==> src/rtl/arb_wrr_pkg.sv <==
// Shared helpers for the weighted round-robin scheduler: index-width derivation,
// idle (reset/init/disable) grant values, the per-cycle decision kinds and a
// one-hot to index encoder.
package arb_wrr_pkg;

  localparam int unsigned MAX_N = 32;

  // Idle values that do not depend on parking configuration.
  localparam logic IDLE_GRANTED = 1'b0;
  localparam logic IDLE_LOCKED  = 1'b0;
  localparam logic IDLE_AGED    = 1'b0;

  // Per-cycle arbitration outcome, in priority order.
  typedef enum logic [1:0] {
    DEC_IDLE,
    DEC_LOCK,
    DEC_HOLD,
    DEC_PICK
  } dec_e;

  function automatic int unsigned clog2(input int unsigned n);
    int unsigned r;
    r = 0;
    while ((32'd1 << r) < n) r++;
    return r;
  endfunction

  // Index width; at least one bit even for degenerate sizes.
  function automatic int unsigned idx_w(input int unsigned n);
    return (n < 2) ? 1 : clog2(n);
  endfunction

  // Grant vector presented while idle: the park requester or nothing.
  function automatic logic [MAX_N-1:0] idle_grant(input int unsigned park_mode,
                                                  input int unsigned park_index);
    logic [MAX_N-1:0] g;
    g = '0;
    if (park_mode != 0) g[park_index] = 1'b1;
    return g;
  endfunction

  function automatic logic [4:0] onehot2idx(input logic [MAX_N-1:0] oh);
    logic [4:0] r;
    r = '0;
    for (int unsigned i = 0; i < MAX_N; i++) begin
      if (oh[i]) r = r | 5'(i);
    end
    return r;
  endfunction

endpackage

==> src/rtl/arb_wrr_sched_if.sv <==
// Requester-side bundle of the weighted round-robin scheduler.
// The aged flag exists only when ARB_WRR_AGING_EN is defined.
interface arb_wrr_sched_if
  import arb_wrr_pkg::*;
#(
  parameter int unsigned N   = 4,
  parameter int unsigned W_W = 4
);
  localparam int unsigned IDX_W = idx_w(N);

  logic [N-1:0]     request;
  logic [N-1:0]     lock;
  logic [N-1:0]     mask;
  logic [N*W_W-1:0] weight;
  logic [N-1:0]     grant;
  logic [IDX_W-1:0] grant_index;
  logic             granted;
  logic             parked;
  logic             locked;
`ifdef ARB_WRR_AGING_EN
  logic             aged;

  modport master (output request, lock, mask, weight,
                  input  grant, grant_index, granted, parked, locked, aged);
  modport slave  (input  request, lock, mask, weight,
                  output grant, grant_index, granted, parked, locked, aged);
`else
  modport master (output request, lock, mask, weight,
                  input  grant, grant_index, granted, parked, locked);
  modport slave  (input  request, lock, mask, weight,
                  output grant, grant_index, granted, parked, locked);
`endif

endinterface

==> src/rtl/arb_wrr_rr_pick.sv <==
// Combinational rotate-priority picker: returns the first set bit of valid
// scanning from ptr+1 upward with wrap; ptr itself is checked last.
module arb_wrr_rr_pick #(
  parameter int unsigned N     = 4,
  parameter int unsigned IDX_W = 2
) (
  input  logic [N-1:0]     valid,
  input  logic [IDX_W-1:0] ptr,
  output logic             found,
  output logic [IDX_W-1:0] idx
);

  // Rotating scan; the first hit after ptr wins.
  always_comb begin
    int unsigned j;
    found = 1'b0;
    idx   = '0;
    j     = 0;
    for (int unsigned i = 1; i <= N; i++) begin
      j = (32'(ptr) + i) % N;
      if (!found && valid[j]) begin
        found = 1'b1;
        idx   = IDX_W'(j);
      end
    end
  end

endmodule

==> src/rtl/arb_wrr_sched.sv <==
// Weighted round-robin arbiter: each tenure lasts up to max(weight,1) grant
// cycles, with lock, mask and park support. Outputs are registered.
// Optional: define ARB_WRR_AGING_EN for per-requester age counters that let a
// long-waiting requester win the next tenure boundary ahead of RR order.
module arb_wrr_sched
  import arb_wrr_pkg::*;
#(
  parameter int unsigned N          = 4,
  parameter int unsigned PARK_MODE  = 1,
  parameter int unsigned PARK_INDEX = 0,
  parameter int unsigned W_W        = 4,
  parameter int unsigned AGE_W      = 6,
  parameter int unsigned AGE_LIMIT  = 48
) (
  input  logic clk,
  input  logic rst_n,
  input  logic init_n,
  input  logic enable,
  arb_wrr_sched_if.slave bus
);

  localparam int unsigned      IDX_W       = idx_w(N);
  localparam logic [N-1:0]     IDLE_GRANT  = N'(idle_grant(PARK_MODE, PARK_INDEX));
  localparam logic [IDX_W-1:0] IDLE_INDEX  = IDX_W'(onehot2idx(idle_grant(PARK_MODE, PARK_INDEX)));
  localparam logic             IDLE_PARKED = (PARK_MODE != 0);
  localparam logic [IDX_W-1:0] PTR_INIT    = IDX_W'(N - 1);

  logic [N-1:0]     grant_q, grant_d;
  logic [IDX_W-1:0] grant_index_q, grant_index_d;
  logic [IDX_W-1:0] ptr_q, ptr_d;
  logic             granted_q, granted_d;
  logic             parked_q, parked_d;
  logic             locked_q, locked_d;
  logic [W_W-1:0]   credit_q, credit_d;
  logic             aged_q, aged_d;

  logic [N-1:0]     valid;
  logic             cur_valid;
  logic             rr_found;
  logic [IDX_W-1:0] rr_idx;
  logic             win_found;
  logic [IDX_W-1:0] win_idx;
  logic             win_aged;
  logic [W_W-1:0]   win_weight;
  dec_e             dec;

  assign valid     = bus.request & ~bus.mask;
  assign cur_valid = granted_q & valid[ptr_q];

  arb_wrr_rr_pick #(.N(N), .IDX_W(IDX_W)) u_rr_pick (
    .valid (valid),
    .ptr   (ptr_q),
    .found (rr_found),
    .idx   (rr_idx)
  );

`ifdef ARB_WRR_AGING_EN
  logic [AGE_W-1:0] age_q [N];
  logic [AGE_W-1:0] age_d [N];
  logic [N-1:0]     old_vec;
  logic             age_found;
  logic [IDX_W-1:0] age_idx;

  // Requesters that have waited past the limit and are still eligible now.
  always_comb begin
    old_vec = '0;
    for (int unsigned i = 0; i < N; i++) begin
      old_vec[i] = valid[i] && (age_q[i] >= AGE_W'(AGE_LIMIT));
    end
  end

  // Starting the scan after N-1 makes the picker a lowest-index-first search.
  arb_wrr_rr_pick #(.N(N), .IDX_W(IDX_W)) u_age_pick (
    .valid (old_vec),
    .ptr   (PTR_INIT),
    .found (age_found),
    .idx   (age_idx)
  );

  // Saturating wait counters; cleared while granted, masked or not requesting.
  always_comb begin
    for (int unsigned i = 0; i < N; i++) begin
      age_d[i] = age_q[i];
      if (!init_n || !enable || !valid[i] || (granted_q && grant_q[i])) begin
        age_d[i] = '0;
      end else if (age_q[i] != '1) begin
        age_d[i] = age_q[i] + AGE_W'(1);
      end
    end
  end

  // Age counter registers.
  always_ff @(posedge clk or negedge rst_n) begin
    if (!rst_n) begin
      for (int unsigned i = 0; i < N; i++) age_q[i] <= '0;
    end else begin
      for (int unsigned i = 0; i < N; i++) age_q[i] <= age_d[i];
    end
  end

  // Aged winner overrides the RR winner at a tenure boundary.
  always_comb begin
    win_found = rr_found;
    win_idx   = rr_idx;
    win_aged  = 1'b0;
    if (age_found) begin
      win_found = 1'b1;
      win_idx   = age_idx;
      win_aged  = 1'b1;
    end
  end

  assign bus.aged = aged_q;
`else
  // Without aging the RR winner is the only candidate.
  always_comb begin
    win_found = rr_found;
    win_idx   = rr_idx;
    win_aged  = 1'b0;
  end
`endif

  assign win_weight = bus.weight[32'(win_idx)*W_W +: W_W];

  // Classify this cycle: lock beats credit hold, which beats a new pick.
  always_comb begin
    dec = DEC_IDLE;
    if (cur_valid && bus.lock[ptr_q]) begin
      dec = DEC_LOCK;
    end else if (cur_valid && (credit_q != '0)) begin
      dec = DEC_HOLD;
    end else if (win_found) begin
      dec = DEC_PICK;
    end
  end

  // Next grant state; init and disable share the reset values.
  always_comb begin
    grant_d       = grant_q;
    grant_index_d = grant_index_q;
    ptr_d         = ptr_q;
    granted_d     = granted_q;
    parked_d      = parked_q;
    locked_d      = 1'b0;
    credit_d      = credit_q;
    aged_d        = aged_q;
    if (!init_n || !enable) begin
      grant_d       = IDLE_GRANT;
      grant_index_d = IDLE_INDEX;
      ptr_d         = PTR_INIT;
      granted_d     = IDLE_GRANTED;
      parked_d      = IDLE_PARKED;
      locked_d      = IDLE_LOCKED;
      credit_d      = '0;
      aged_d        = IDLE_AGED;
    end else begin
      unique case (dec)
        DEC_LOCK: locked_d = 1'b1;
        DEC_HOLD: credit_d = credit_q - W_W'(1);
        DEC_PICK: begin
          grant_d          = '0;
          grant_d[win_idx] = 1'b1;
          grant_index_d    = win_idx;
          ptr_d            = win_idx;
          granted_d        = 1'b1;
          parked_d         = 1'b0;
          credit_d         = (win_weight == '0) ? '0 : win_weight - W_W'(1);
          aged_d           = win_aged;
        end
        default: begin
          // Pointer keeps the last grantee so rotation resumes after it.
          grant_d       = IDLE_GRANT;
          grant_index_d = IDLE_INDEX;
          granted_d     = IDLE_GRANTED;
          parked_d      = IDLE_PARKED;
          credit_d      = '0;
          aged_d        = IDLE_AGED;
        end
      endcase
    end
  end

  // Grant state registers.
  always_ff @(posedge clk or negedge rst_n) begin
    if (!rst_n) begin
      grant_q       <= IDLE_GRANT;
      grant_index_q <= IDLE_INDEX;
      ptr_q         <= PTR_INIT;
      granted_q     <= IDLE_GRANTED;
      parked_q      <= IDLE_PARKED;
      locked_q      <= IDLE_LOCKED;
      credit_q      <= '0;
      aged_q        <= IDLE_AGED;
    end else begin
      grant_q       <= grant_d;
      grant_index_q <= grant_index_d;
      ptr_q         <= ptr_d;
      granted_q     <= granted_d;
      parked_q      <= parked_d;
      locked_q      <= locked_d;
      credit_q      <= credit_d;
      aged_q        <= aged_d;
    end
  end

  assign bus.grant       = grant_q;
  assign bus.grant_index = grant_index_q;
  assign bus.granted     = granted_q;
  assign bus.parked      = parked_q;
  assign bus.locked      = locked_q;

endmodule

==> src/flat_wrapper.sv <==
// flat-port wrapper written by rule: the top's interface ports become plain ports
module arb_wrr_sched_flat import arb_wrr_pkg::*;
#(
  parameter int unsigned N          = 4,
  parameter int unsigned PARK_MODE  = 1,
  parameter int unsigned PARK_INDEX = 0,
  parameter int unsigned W_W        = 4,
  parameter int unsigned AGE_W      = 6,
  parameter int unsigned AGE_LIMIT  = 48
)
  (clk, rst_n, init_n, enable, bus_request, bus_lock, bus_mask, bus_weight, bus_grant, bus_grant_index, bus_granted, bus_parked, bus_locked);
  arb_wrr_sched_if #(.N(N), .W_W(W_W)) bus_i ();
  input  logic clk;
  input  logic rst_n;
  input  logic init_n;
  input  logic enable;
  input wire logic [$bits(bus_i.request)-1:0] bus_request;
  input wire logic [$bits(bus_i.lock)-1:0] bus_lock;
  input wire logic [$bits(bus_i.mask)-1:0] bus_mask;
  input wire logic [$bits(bus_i.weight)-1:0] bus_weight;
  output wire logic [$bits(bus_i.grant)-1:0] bus_grant;
  output wire logic [$bits(bus_i.grant_index)-1:0] bus_grant_index;
  output wire logic [$bits(bus_i.granted)-1:0] bus_granted;
  output wire logic [$bits(bus_i.parked)-1:0] bus_parked;
  output wire logic [$bits(bus_i.locked)-1:0] bus_locked;
  assign bus_i.request = bus_request;
  assign bus_i.lock = bus_lock;
  assign bus_i.mask = bus_mask;
  assign bus_i.weight = bus_weight;
  assign bus_grant = bus_i.grant;
  assign bus_grant_index = bus_i.grant_index;
  assign bus_granted = bus_i.granted;
  assign bus_parked = bus_i.parked;
  assign bus_locked = bus_i.locked;
  arb_wrr_sched #(.N(N), .PARK_MODE(PARK_MODE), .PARK_INDEX(PARK_INDEX), .W_W(W_W), .AGE_W(AGE_W), .AGE_LIMIT(AGE_LIMIT)) u_core (.clk(clk), .rst_n(rst_n), .init_n(init_n), .enable(enable), .bus(bus_i));
endmodule
==> config.mk <==
export PLATFORM = sky130hd
export DESIGN_NAME = arb_wrr_sched_flat
export DESIGN_NICKNAME = d
export VERILOG_FILES = /design/src/rtl/arb_wrr_pkg.sv /design/src/rtl/arb_wrr_sched_if.sv /design/src/rtl/arb_wrr_rr_pick.sv /design/src/rtl/arb_wrr_sched.sv /design/src/flat_wrapper.sv
export SDC_FILE = /design/constraint.sdc
export NUM_CORES = 1
export LEC_CHECK = 0
export ABC_AREA = 1
export CORE_ASPECT_RATIO = 1.25
export CORE_MARGIN = 5
export CORE_UTILIZATION = 48
export CTS_CLUSTER_SIZE = 25
export DETAILED_ROUTE_END_ITERATION = 10
export PLACE_DENSITY = 0.88
export REMOVE_ABC_BUFFERS = 1
export SLEW_MARGIN = 25
export SYNTH_ARGS = -nofsm -noshare
export SYNTH_HDL_FRONTEND = slang
export SYNTH_HIERARCHICAL = 1
export SYNTH_SLANG_ARGS = --single-unit
==> constraint.sdc <==
create_clock -name clk -period 3.46 [get_ports clk]
set_input_delay 0.346 -clock clk [delete_from_list [all_inputs] [get_ports clk]]
set_output_delay 0.346 -clock clk [all_outputs]
set_load 0.01 [all_outputs]
# Word-level counts from Yosys, hierarchy flattened
# Cells that the tools add are included.
[totals] regBits=15 input_bits=32 out_inout_bits=9 elab_cells=85
[classes] n_addsub=6 n_lt_le_gt_ge=7 n_eq_ne=5 shifts=1 mux=40 n_bitwise=3 reduce_logical=16
[ops] cell="two-way mux 2 bit" count=10
[ops] cell="< comparator 2 x 3 -> 1 bit, second input constant" count=6
[ops] cell="indexed part select 16 x 5 -> 4 bit" count=1
[ops] cell="two-way mux 1 bit" count=15
[ops] cell="binary-select mux 1 bit (select 2 bit)" count=6
[ops] cell="two-way mux 4 bit" count=3
[ops] cell="case mux 4 bit (3 select lines)" count=1
[ops] cell="case mux 4 bit (2 select lines)" count=1
[ops] cell="subtractor 4 x 1 -> 4 bit, second input constant" count=2
[ops] cell="logical AND 1 bit" count=6
[ops] cell="logical NOT 1 bit" count=5
[ops] cell="adder 2 x 1 -> 2 bit, second input constant" count=2
[ops] cell="adder 2 bit, second input constant" count=2
[ops] cell="AND 4 bit" count=1
[ops] cell="equality test 2 bit, second input constant" count=2
[ops] cell="logical NOT 4 bit" count=1
[ops] cell="!= test 2 x 1 -> 1 bit, second input constant" count=2
[ops] cell="inverter 4 bit" count=1
[ops] cell="case mux 1 bit (2 select lines)" count=2
[ops] cell="case mux 2 bit (2 select lines)" count=1
[ops] cell="nonzero test 4 bit" count=1
[ops] cell="demux 1 bit (select 2 bit)" count=1
[ops] cell="equality test 2 x 1 -> 1 bit, second input constant" count=1
[ops] cell="greater-or-equal comparator 2 x 1 -> 1 bit, second input constant" count=1
[ops] cell="other kinds (4)" count=4

# Longest topological paths before layout
[depth] depth_word=21 depth_mapped=22

# Cells and area by module
# The synthesis kept the hierarchy.
[by_module_without_submodules] module="arb_wrr_sched" n_inst=1 cells_per_inst=164 area_per_inst_um2=1151.1
[by_module_without_submodules] module="arb_wrr_rr_pick" n_inst=1 cells_per_inst=49 area_per_inst_um2=290.3

# Worst setup path after synthesis
# OpenSTA, ideal clock, no wires.
[synth_path] kind="flip-flop to flip-flop" startpoint="reg u_core.ptr_q[0]" endpoint="reg u_core.credit_q[3]" arrival_time_ns=2.404 t_required_ns=3.344 setup_slack_ns=0.940 path_stages_with_launch=21 path_cell_list="dfstp_2 buf_6 nand2_1 nand2_4 nand2_4 nand2_4 nor2_1 a21oi_1 nand3_1 buf_4 nand3_1 nand2_2 nor2_4 ha_1 nand3_2 nor2_4 nor2_4 nand3_1 nand2_1 nand2_1 nand2_1"
[synth_lines] item="start, declared" line="arb_wrr_sched.sv:30" rtl="logic [IDX_W-1:0] ptr_q, ptr_d;"
[synth_lines] item="start signal, assigned" line="arb_wrr_sched.sv:197" rtl="ptr_q <= ptr_d;"
[synth_lines] item="adder 2 x 1 -> 2 bit" line="arb_wrr_rr_pick.sv:20" rtl="j = (32'(ptr) + i) % N;"
[synth_lines] item="binary-select mux 1 bit (select 2 bit)" line="arb_wrr_rr_pick.sv:21" rtl="if (!found && valid[j]) begin"
[synth_lines] item="two-way mux 1 bit (not written as such)" line="arb_wrr_rr_pick.sv:21"
[synth_lines] item="two-way mux 1 bit" line="arb_wrr_rr_pick.sv:21"
[synth_lines] item="logical NOT 1 bit" line="arb_wrr_rr_pick.sv:21"
[synth_lines] item="logical AND 1 bit" line="arb_wrr_rr_pick.sv:21"
[synth_lines] item="two-way mux 1 bit" line="arb_wrr_rr_pick.sv:21"
[synth_lines] item="logical NOT 1 bit" line="arb_wrr_rr_pick.sv:21"
[synth_lines] item="[3 not listed]"
[synth_lines] item="logical AND 1 bit" line="arb_wrr_rr_pick.sv:21"
[synth_lines] item="two-way mux 2 bit *" line="arb_wrr_rr_pick.sv:21"
[synth_lines] item="via u_core.rr_idx[0]" line="arb_wrr_sched.sv:40" rtl="logic [IDX_W-1:0] rr_idx;"
[synth_lines] item="indexed part select 16 x 5 -> 4 bit *" line="arb_wrr_sched.sv:123" rtl="assign win_weight = bus.weight[32'(win_idx)*W_W +: W_W];"
[synth_lines] item="subtractor 4 x 1 -> 4 bit or logical NOT 4 bit (tied branches)" line="arb_wrr_sched.sv:167" rtl="credit_d = (win_weight == '0) ? '0 : win_weight - W_W'(1);"
[synth_lines] item="two-way mux 4 bit *" line="arb_wrr_sched.sv:167"
[synth_lines] item="case mux 4 bit (3 select lines) *" line="arb_wrr_sched.sv:157" rtl="unique case (dec)"
[synth_lines] item="two-way mux 4 bit *" line="arb_wrr_sched.sv:147" rtl="if (!init_n || !enable) begin"
[synth_lines] item="end signal, assigned" line="arb_wrr_sched.sv:201" rtl="credit_q <= credit_d;"
[synth_lines] item="end, declared" line="arb_wrr_sched.sv:34" rtl="logic [W_W-1:0] credit_q, credit_d;"
# The timed path passes the listed nets; every way through them passes the cells marked *. The select of a mux whose other input is x is not followed.
# A chain may end at the register's enable or synchronous reset.

# Worst setup path in the final report
[layout_path] startpoint="reg u_core.ptr_q[0]" endpoint="reg u_core.credit_q[1]"
# The elaborated chain is that of the path after synthesis.

==> impl_metrics.json <==
{
  "run_status": "finished, final reports clean",
  "avgSynthCellArea_um2": 6.767,
  "dpl_cell_area_um2": 1872,
  "dp_slack_ns": 0.1755,
  "rr_worst_depth": 17,
  "cp_cell_sequence": "nand2_1 > nand2_4 > nand2_4 > nand2_4 > nor2_1 > a21oi_1 > nand3_1 > nor2_2 > nand2_1 > nand2_1 > nor2_4 > ha_1 > nand3_2 > nor2_4 > nor3_1 > o21ai_1 > nand2_1",
  "seqCellArea_um2": 380.4,
  "yosysUniqueCellTypes": 29,
  "placementRows": 22,
  "cts_max_path_buffers": 2,
  "grt_pass1_vias": 1416,
  "switching_share_pct": 56.48,
  "dieWidth_um": 59.02,
  "vias_per_cell": 5.038,
  "num-fill-cells": 275,
  "area_growth_syn_to_layout_pct": 31.94,
  "final_cell_area_um2": 1902,
  "synth-seq-cells": 15,
  "synth_area_um2": 1441,
  "final_cell_mix": "70 x nand2_1, 40 x clkdlybuf4s50_1, 23 x inv_1",
  "routedWlPerCell_um": 11.84,
  "detail-route-antenna-nets": 0,
  "synth_top_area_share_pct": 19.10,
  "grt_overflow": 0,
  "worstPathArrival_ns": 3.32,
  "setup-tns-final_ns": 0,
  "drtIter0Drc": 63,
  "grt_pass1_wl_mm": 5.713,
  "track_usage_pct": 16.84,
  "rsz0062_at_grt": "false",
  "critPathSlowestCell": "dfstp_2",
  "cts_root_buf": "clkbuf_4",
  "timing.slew.headroom_pct": 54.68,
  "critPathRequiredTime_ns": 3.68,
  "power_mw": 1.981,
  "internal_power_mw": 0.8620,
  "clk_latency_ns": 0.29,
  "diodes": 0,
  "setup_viol": 0,
  "cp-start-kind": "register",
  "timing.final.crit_share_pct": 89.47,
  "pwr-share-clk_pct": 5.2,
  "via_count": 1471,
  "yosysWarnings": 6,
  "ir_drop_mv": 0.8690,
  "hold_violations": 0,
  "final-max-slew-violation-count": 0,
  "cts.repair.resized": 0,
  "syn_inst": 213,
  "cp_max_fo": 15,
  "grt_max_degree": 16,
  "hold_path_class": "in2async",
  "gp_congestion": 0.8728,
  "layout_commonest_cell": "nand2_1",
  "p_seq_share_pct": 14.5,
  "multi_input_area_um2": 917.1,
  "clock_skew_ns": 0.006963,
  "ys_seq_area_share_pct": 26.39,
  "drv_cap": 0,
  "start_util_pct": 49.40,
  "cts_post_setup_buffers_inserted": 0,
  "cts_max_level": 1,
  "r2r_slack_ns": 0.36,
  "hold_buffers": 0,
  "port_buffers": 40,
  "r2r_end": "u_core/credit_q[1]$_DFFE_PN0N_",
  "p_leak_nw": 0.9437,
  "drt_wl_total_mm": 3.457,
  "powerDensity_nw_per_um2": 1041,
  "end_kind": "register",
  "synthTopCellsByArea": "dfrtp_1 19%, nand2_1 18%, dfstp_2 7.3%",
  "first_pass_iters": 4,
  "clock-sinks": 15,
  "numCtsBuffers": 3,
  "slowest_delay_ns": 0.73,
  "die_h_um": 71.27,
  "tightest_slew_ns": 0.6777,
  "p_switching_mw": 1.119,
  "ios": 41,
  "power_frac_comb_pct": 80.3,
  "synth_top_area_cell": "dfrtp_1",
  "path_clk_slew_ns": 0.10,
  "hpwl_mm": 2.791,
  "drive_gt1_share_pct": 17.58,
  "final_nets": 294,
  "cts_tree": "yes",
  "core_um2": 2918,
  "grt_antenna_before_repair": 0,
  "drc": 0,
  "reg2reg_from": "u_core/ptr_q[0]$_DFFE_PN1P_",
  "min_period_ns": 3.096,
  "dieArea_um2": 4206,
  "crit_top_cell": "nand2_1",
  "max_freq_ghz": 0.3230,
  "whs_ns": 0.4641,
  "fin_ws_ns": 0.3642,
  "path_class": "reg2reg"
}
[stage by stage]
| stage | instances | util [%] |
|---|---|---|
| floorplan | 209 | - |
| detailed placement | 288 | 64.15 |
| finish | 292 | 65.18 |
| CTS | 292 | 65.18 |
| global placement | 288 | 64.15 |
| global route | 292 | 65.18 |
[cells in the mapped netlist (all sizes together)]
library cell,instances
nor3,1
nand4,5
dfrtp,11
buf,4
o31ai,3
nor2,24
inv,27
o21ai,7
a21o,1
dfstp,4
a21oi,3
o22a,1
ha,5
nand3b,1
o32ai,1
xnor2,1
a22oi,2
o21a,2
nand2,89
nand3,21
[critical path: cells and delay by family (launching register included)]
kind,cells,cell delay [ns]
AND/OR/NAND/NOR,14,1.88
flip-flops,1,0.73
AO/OA/AOI/OAI,2,0.21
adder cells (fa/ha/maj),1,0.21
[flip-flops by register name, summed over array words and instances, names as in the netlist]
name                    flops
u_core/bus.grant_index      2
u_core/bus.grant            4
u_core/bus.locked           1
u_core/credit_q             4
u_core/ptr_q                2
u_core/bus.granted          1
u_core/bus.parked           1
[metal layers]
layer | wire length (um) | global-route usage [%]
met5 | 0 | 0
met4 | 51 | 7.305
met3 | 169 | 0.5405
met2 | 1798 | 31.20
met1 | 1438 | 19.57
[power groups by stage]
stage	clock network [mW]	registers [mW]	logic, mW
3_5_place_dp	0	0.289	1.55
3_3_place_gp	0	0.290	1.52
2_1_floorplan	0	0.288	1.17
4_1_cts	0.108	0.286	1.57
5_1_grt	0.111	0.295	1.77
6_report	0.103	0.287	1.59
[layout make-up]
type | count | share of cell area, %
multi-input combinational | 167 | 48.22
clock inverter | 1 | 0.3947
inverter | 27 | 5.592
sequential | 15 | 20.00
timing repair buffer | 43 | 22.24
clock buffer | 3 | 1.184
tap | 36 | 2.368
[worst max path at each step]
stage                                start                             end  slack (ns)  depth (start not counted)
6_report       u_core/ptr_q[0]$_DFFE_PN1P_  u_core/credit_q[1]$_DFFE_PN0N_        0.36                         17
5_1_grt                     bus_request[3]  u_core/credit_q[3]$_DFFE_PN0N_        0.14                         22
4_1_cts        u_core/ptr_q[0]$_DFFE_PN1P_  u_core/credit_q[3]$_DFFE_PN0N_        0.43                         19
3_5_place_dp                bus_request[2]  u_core/credit_q[1]$_DFFE_PN0N_        0.18                         20
3_3_place_gp                bus_request[2]  u_core/credit_q[1]$_DFFE_PN0N_        0.30                         20
2_1_floorplan  u_core/ptr_q[0]$_DFFE_PN1P_  u_core/credit_q[3]$_DFFE_PN0N_        0.81                         20
[cell families (layout without fill, tap and decap cells)]
kind of cell | after synthesis | after routing | share of synthesized area [%]
buf+inv | 31 | 74 | 9.982
compound gates | 20 | 20 | 8.853
flops | 15 | 15 | 26.39
fa+ha+maj | 5 | 5 | 4.340
simple gates | 141 | 141 | 49.83
xor+xnor | 1 | 1 | 0.6077
Power figures use the tool's default switching activity.
